`src/rtl/player_pose_controller.sv`:
```
`default_nettype none
// ============================================================================
// player_pose_controller : per-video-frame player pose, animation, lives and
//                          invulnerability sequencer driving the sprite fetch
// Rev 1.0
// ============================================================================
module player_pose_controller #(
  parameter int FRAME_WORDS     = 3024,
  parameter int STAND_BASE      = 0,
  parameter int RUN_BASE        = 3024,
  parameter int AIMUP_BASE      = 12096,
  parameter int RUNUP_BASE      = 15120,
  parameter int PRONE_BASE      = 24192,
  parameter int JUMP_BASE       = 27216,
  parameter int DEATH_BASE      = 39312,
  parameter int LEFT_OFFSET     = 48384,
  parameter int TICKS_PER_FRAME = 4,
  parameter int JUMP_MIN        = 8,
  parameter int DEATH_TICKS     = 32,
  parameter int INVULN_TICKS    = 120,
  parameter int LIVES           = 3
) (
  input  logic        frame_Clk,
  input  logic        Reset,
  input  logic        left,
  input  logic        right,
  input  logic        up,
  input  logic        down,
  input  logic        jumpBtn,
  input  logic        onGround,
  input  logic        hit,
  output logic [20:0] spriteBase,
  output logic [2:0]  pose,
  output logic        playerDirection,
  output logic        moving,
  output logic        visible,
  output logic [1:0]  livesLeft
);

  typedef enum logic [2:0] {
    POSE_STAND    = 3'd0,
    POSE_RUN      = 3'd1,
    POSE_AIM_UP   = 3'd2,
    POSE_RUN_UP   = 3'd3,
    POSE_PRONE    = 3'd4,
    POSE_JUMP     = 3'd5,
    POSE_DYING    = 3'd6,
    POSE_GAMEOVER = 3'd7
  } pose_t;

  localparam logic [20:0] c_frame_words = 21'(FRAME_WORDS);
  localparam logic [20:0] c_left_offset = 21'(LEFT_OFFSET);
  localparam logic [1:0]  c_tick_last   = 2'(TICKS_PER_FRAME - 1);
  localparam logic [7:0]  c_jump_last   = 8'(JUMP_MIN - 1);
  localparam logic [7:0]  c_death_last  = 8'(DEATH_TICKS - 1);
  localparam logic [7:0]  c_invuln      = 8'(INVULN_TICKS);
  localparam logic [1:0]  c_lives       = 2'(LIVES);

  pose_t       pose_q, pose_d;
  logic        dir_q, dir_d;
  logic [1:0]  lives_q, lives_d;
  logic [7:0]  invuln_q, invuln_d;
  logic [7:0]  timer_q, timer_d;
  logic [1:0]  tick_q, tick_d;
  logic [1:0]  frame_q, frame_d;
  logic        jump_prev_q;
  logic        horiz;
  logic [20:0] base_sel;
  logic [1:0]  sheet_frame;

  always_ff @(posedge frame_Clk) begin
    if (Reset) begin
      pose_q      <= POSE_STAND;
      dir_q       <= 1'b0;
      lives_q     <= c_lives;
      invuln_q    <= 8'd0;
      timer_q     <= 8'd0;
      tick_q      <= 2'd0;
      frame_q     <= 2'd0;
      jump_prev_q <= 1'b0;
    end else begin
      pose_q      <= pose_d;
      dir_q       <= dir_d;
      lives_q     <= lives_d;
      invuln_q    <= invuln_d;
      timer_q     <= timer_d;
      tick_q      <= tick_d;
      frame_q     <= frame_d;
      jump_prev_q <= jumpBtn;
    end
  end

  always_comb begin
    horiz    = left ^ right;
    pose_d   = pose_q;
    lives_d  = lives_q;
    invuln_d = (invuln_q != 8'd0) ? invuln_q - 8'd1 : 8'd0;
    dir_d    = dir_q;

    if (pose_q == POSE_GAMEOVER) begin
      pose_d = POSE_GAMEOVER;
    end else if (hit && invuln_q == 8'd0 && pose_q != POSE_DYING) begin
      pose_d = POSE_DYING;
    end else if (pose_q == POSE_DYING) begin
      if (timer_q == c_death_last) begin
        if (lives_q == 2'd0) begin
          pose_d = POSE_GAMEOVER;
        end else begin
          lives_d  = lives_q - 2'd1;
          pose_d   = POSE_STAND;
          invuln_d = c_invuln;
        end
      end
    end else if (pose_q == POSE_JUMP) begin
      // Landing only returns to STAND; ground rules apply on the next edge.
      if (onGround && timer_q >= c_jump_last) pose_d = POSE_STAND;
    end else if (pose_q != POSE_PRONE && jumpBtn && !jump_prev_q && onGround) begin
      pose_d = POSE_JUMP;
    end else if (down && onGround) begin
      pose_d = POSE_PRONE;
    end else if (up && horiz) begin
      pose_d = POSE_RUN_UP;
    end else if (up) begin
      pose_d = POSE_AIM_UP;
    end else if (horiz) begin
      pose_d = POSE_RUN;
    end else begin
      pose_d = POSE_STAND;
    end

    if (horiz && pose_q != POSE_DYING && pose_q != POSE_GAMEOVER) dir_d = left;

    // One shared timer serves both the jump and death durations.
    if (pose_d != pose_q) begin
      timer_d = 8'd0;
      tick_d  = 2'd0;
      frame_d = 2'd0;
    end else begin
      timer_d = (timer_q == 8'hFF) ? timer_q : timer_q + 8'd1;
      tick_d  = (tick_q == c_tick_last) ? 2'd0 : tick_q + 2'd1;
      frame_d = frame_q;
      if (tick_q == c_tick_last) begin
        case (pose_q)
          POSE_RUN, POSE_RUN_UP, POSE_JUMP: frame_d = frame_q + 2'd1;
          POSE_DYING:                       frame_d = (frame_q == 2'd2) ? 2'd2 : frame_q + 2'd1;
          default:                          frame_d = 2'd0;
        endcase
      end
    end
  end

  always_comb begin
    base_sel    = 21'(STAND_BASE);
    sheet_frame = 2'd0;
    case (pose_q)
      POSE_STAND:  base_sel = 21'(STAND_BASE);
      POSE_RUN: begin
        base_sel    = 21'(RUN_BASE);
        sheet_frame = (frame_q == 2'd3) ? 2'd1 : frame_q;
      end
      POSE_AIM_UP: base_sel = 21'(AIMUP_BASE);
      POSE_RUN_UP: begin
        base_sel    = 21'(RUNUP_BASE);
        sheet_frame = (frame_q == 2'd3) ? 2'd1 : frame_q;
      end
      POSE_PRONE:  base_sel = 21'(PRONE_BASE);
      POSE_JUMP: begin
        base_sel    = 21'(JUMP_BASE);
        sheet_frame = frame_q;
      end
      POSE_DYING: begin
        base_sel    = 21'(DEATH_BASE);
        sheet_frame = frame_q;
      end
      default: begin
        base_sel    = 21'(DEATH_BASE);
        sheet_frame = 2'd2;
      end
    endcase
  end

  assign spriteBase      = base_sel + 21'(sheet_frame) * c_frame_words
                         + (dir_q ? c_left_offset : 21'd0);
  assign pose            = pose_q;
  assign playerDirection = dir_q;
  assign moving          = (pose_q == POSE_RUN) || (pose_q == POSE_RUN_UP);
  assign visible         = (pose_q != POSE_GAMEOVER) && ((invuln_q == 8'd0) || !invuln_q[2]);
  assign livesLeft       = lives_q;

endmodule
`default_nettype wire

```
`config.mk`:
```
export PLATFORM = sky130hd
export DESIGN_NAME = player_pose_controller
export DESIGN_NICKNAME = d
export VERILOG_FILES = /design/src/rtl/player_pose_controller.sv
export SDC_FILE = /design/constraint.sdc
export NUM_CORES = 1
export LEC_CHECK = 0
export ABC_AREA = 1
export BUFFER_PORTS_ARGS = -buffer_cell sky130_fd_sc_hd__buf_2
export CORE_ASPECT_RATIO = 0.9
export CORE_MARGIN = 2
export CORE_UTILIZATION = 57
export DETAILED_ROUTE_END_ITERATION = 8
export PLACE_DENSITY = 0.8
export SLEW_MARGIN = 20
export SYNTH_ARGS = -nofsm -noshare
export SYNTH_HDL_FRONTEND = slang
export SYNTH_SLANG_ARGS = --single-unit
```
`constraint.sdc`:
```
create_clock -name frame_Clk -period 5.7 [get_ports frame_Clk]
set_clock_uncertainty 0.05 [all_clocks]
set_input_delay 1.71 -clock frame_Clk [delete_from_list [all_inputs] [get_ports frame_Clk]]
set_output_delay 1.71 -clock frame_Clk [all_outputs]
set_load 0.02 [all_outputs]
```
==> out/qor.yml <==
result_of_the_run: "complete, no violations"
dp_cells: 418
post_dp_cell_area_sq_um: 2551
cts_buffer_depth: 2
area_of_the_multi_input_gates_sq_um: 1610
timing.rr.start: "invuln_q[0]"
initial_core_utilization_pct: 58.47
post-route-drc-count: 0
gr-total-overflow: 0
synth_sequential_area_ratio_pct: 23.00
place.detailed.hpwl_mm: 3.778
setup_tns_ns: 0
timing_hold_violations_final: 0
max-vdd-ir-drop_v: 0.0001992
clk_network_pwr_share_pct: 10.4
combPwrFrac_pct: 65.2
place.port_buffers: 30
tritoncts_num_sinks: 27
launching_element_type_of_the_critical_path: "register"
synth_cell_types: 35
power_density_nw_per_um2: 379.7
worst_r2r_endpoint: "timer_q[2]"
cp.required_ns: 3.94
syn2layout_area_growth_pct: 13.26
finish.net_count: 415
crit_start: "pose[1]"
critical_path.cell_chain: "buf_4 -> nor2_4 -> inv_1 -> nor2_2 -> inv_1 -> o21ai_1 -> nand2_1 -> nand2_1 -> nor2_1 -> inv_1 -> ha_1 -> inv_1 -> fa_1 -> inv_1 -> ha_4 -> nand2_1 -> nor2_2 -> a21oi_2 -> o21ai_2 -> nand2_1 -> nand2_1 -> nand2_1 -> xnor2_1 -> buf_4"
cpMaxStageDelayCell: "sky130_fd_sc_hd__fa_1"
regArea_sq_um: 544.3
drive_above_1_share_pct: 18.98
root_buffer: "sky130_fd_sc_hd__clkbuf_8"
filler_cell_count: 359
min_delay_path_depth: 1
netlist.area_leader.share_pct: 23.00
synth.top_cells.by_count: "sky130_fd_sc_hd__nand2_1 (67), sky130_fd_sc_hd__inv_1 (53), sky130_fd_sc_hd__nor2_1 (40)"
critPathKind: "reg -> out"
wl_mm: 4.759
worst_path_buf_inv: 7
floorplan.core_area_sq_um: 4019
ioPinCount: 38
worstHoldStart: "invuln_q[0]"
asyncSetResetFlopFracSynth_pct: 0
stdcell_area_sq_um: 2661
finished_layout_cells: 422
row_count: 22
path_clk_slew_ns: 0.09
internal_power_uw: 510.7
clk-insertion-delay-late_ns: 0.27
total_power_mw: 1.010
cts_tree: "built"
gpl.final_weighted_congestion: 0.9115
switching_share_pct: 49.45
maxcap_violations: 0
setup.worst_path.end_class: "output port"
drtPass1Iterations: 4
yosys_register_bits: 27
cts_inserted_buffers: 3
die_x_um: 71.68
drtIter0Drc: 86
number_of_global_route_vias_before_repair: 1912
wl_per_cell_um: 11.28
worst_min_delay_path_endpoint: "invuln_q[0]"
cts-htree-levels: 1
net-switching-power_uw: 499.6
critical_path.max_fanout: 8
synthesis.yosys.warnings: 0
layout_worst_path_cycle_share_pct: 95.41
detail_routed_via_count_per_cell: 5.116
post-synth-top-count-cell: "sky130_fd_sc_hd__nand2_1"
crit_top_cell: "sky130_fd_sc_hd__nand2_1"
timing.reg2reg.worst_path_depth: 10
grt-busiest-layer: "met2"
antenna_found_initial: 0
power.static_leakage_nw: 1.456
cp_data_arrival_time_ns: 3.68
design.die.area_sq_um: 4653
syn_inst: 339
grt_met2_use_pct: 38.08
synth.largest_area_cell: "sky130_fd_sc_hd__dfxtp_1"
critical-path-max-stage-delay_ns: 0.52
vert_die_dim_um: 64.91
edff_count_synth: 0
finalSetupViolCount: 0
cp_num_cells: 24
grt.total_usage_pct: 20.86
ant_diodes: 0
use_met1_pct: 25.98
min_path_type: "reg -> reg"
seq_power_share_pct: 24.4
maxClockFrequency_ghz: 0.1839
most_used_flip_flop_cell_after_synthesis: "sky130_fd_sc_hd__dfxtp_1"
post-route-min-period_ns: 5.438
grt_first_pass_wirelength_mm: 7.935
syn-mean-instance-area_sq_um: 6.931
synth.cell_area_sq_um: 2350
grt_start_max_net_pins: 16
netlist_top_cells_area: "sky130_fd_sc_hd__dfxtp_1 (23%), sky130_fd_sc_hd__ha_1 (14%), sky130_fd_sc_hd__nand2_1 (11%)"
vias: 2159
detail-route-antenna-nets: 0
timing.critical_path.max_delay_family: "adder cells"
grt_util_met3_pct: 3.421
drv_slew: 0
reg2reg_slack_ns: 3.78
## worst register-to-register path, stage by stage, from the launching register on
cell                      delay [ns]
sky130_fd_sc_hd__dfxtp_1        0.32
sky130_fd_sc_hd__inv_1          0.08
sky130_fd_sc_hd__ha_1           0.18
sky130_fd_sc_hd__nand2_1        0.13
sky130_fd_sc_hd__nor2_1         0.34
sky130_fd_sc_hd__a21oi_4        0.13
sky130_fd_sc_hd__nand4_1        0.10
sky130_fd_sc_hd__nand2_1        0.07
sky130_fd_sc_hd__nor2_2         0.15
sky130_fd_sc_hd__nand3_4        0.15
sky130_fd_sc_hd__a21oi_1        0.15
## power by group through the flow
| stage | clock, mW | sequential [mW] | combinational (mW) |
|---|---|---|---|
| after floorplan | 0 | 0.255 | 0.477 |
| after global placement | 0 | 0.249 | 0.614 |
| after detailed placement | 0 | 0.250 | 0.620 |
| after global routing | 0.118 | 0.250 | 0.735 |
| final | 0.105 | 0.246 | 0.659 |
| after CTS | 0.111 | 0.246 | 0.624 |
## cell families (layout without fill, tap and decap cells)
group / after synthesis / in the layout / synth area share [%]
adder cells (fa/ha/maj): 31 / 31 / 18.10
AO/OA/AOI/OAI: 46 / 46 / 11.29
other: 1 / 7 / 0.1596
flip-flops: 27 / 27 / 23.00
XOR/XNOR: 17 / 17 / 6.336
buffers and inverters: 66 / 95 / 11.77
AND/OR/NAND/NOR: 151 / 151 / 29.34
## how the worst max path moves through the flow
stage | end | slack [ns]
finish | spriteBase[16] | 0.26
global route | spriteBase[16] | -0.01
CTS | spriteBase[16] | 0.001
detailed placement | spriteBase[16] | 0.21
global placement | spriteBase[16] | 0.36
floorplan | spriteBase[16] | 0.03
## what timing repair did
| action | CTS | global route |
|---|---|---|
| setup endpoints to repair | 3 | 8 |
| hold buffers | 0 | 0 |
| cloned | 0 | 0 |
| buffers inserted | 0 | 0 |
| gates resized for setup | 1 | 19 |
## state kept, by name (all words and copies together) (netlist names)
name and cells:
pose 3, invuln_q 8, livesLeft 2, timer_q 8, frame_q 2, playerDirection 1, jump_prev_q 1, tick_q 2
## layer usage
layer,up-vias,part of all wire (%)
li1,1137,-
met1,955,47
met2,59,47
met3,8,4.2
met4,0,1.2
met5,-,0
## final cells by class
type                            instances  share of cell area [%]
Clock buffer                            3                   1.551
Clock inverter                          1                  0.1881
Inverter                               57                   8.086
Multi-Input combinational cell        252                   60.51
Sequential cell                        27                   20.45
Tap cell                               48                   2.257
Timing Repair Buffer                   34                   6.958
## through the flow
| step | util [%] | setup slack, ns | hold WS [ns] |
|---|---|---|---|
| after floorplan | - | 0.02576 | 0.3425 |
| after global placement | 63.48 | 0.3648 | 0.3533 |
| after detailed placement | 63.48 | 0.2064 | 0.3541 |
| after CTS | 64.66 | 0.001488 | 0.3668 |
| after global routing | 66.22 | -0.01301 | 0.3720 |
| final | 66.22 | 0.2618 | 0.3649 |
## placed cells by master (no fill, tap or decap), types with 7 or more instances in the layout
| cell | Yosys | routed |
|---|---|---|
| sky130_fd_sc_hd__nand2_1 | 67 | 67 |
| sky130_fd_sc_hd__inv_1 | 53 | 53 |
| sky130_fd_sc_hd__nor2_1 | 40 | 38 |
| sky130_fd_sc_hd__buf_2 | 1 | 28 |
| sky130_fd_sc_hd__dfxtp_1 | 27 | 26 |
| sky130_fd_sc_hd__ha_1 | 26 | 23 |
| sky130_fd_sc_hd__a21oi_1 | 21 | 18 |
| sky130_fd_sc_hd__nand3_1 | 18 | 18 |
| sky130_fd_sc_hd__o21ai_0 | 15 | 11 |
| sky130_fd_sc_hd__xor2_1 | 10 | 10 |
| sky130_fd_sc_hd__xnor2_1 | 7 | 7 |
| sky130_fd_sc_hd__conb_1 | 1 | 7 |
Note: power is estimated with default switching activity, not from simulation.
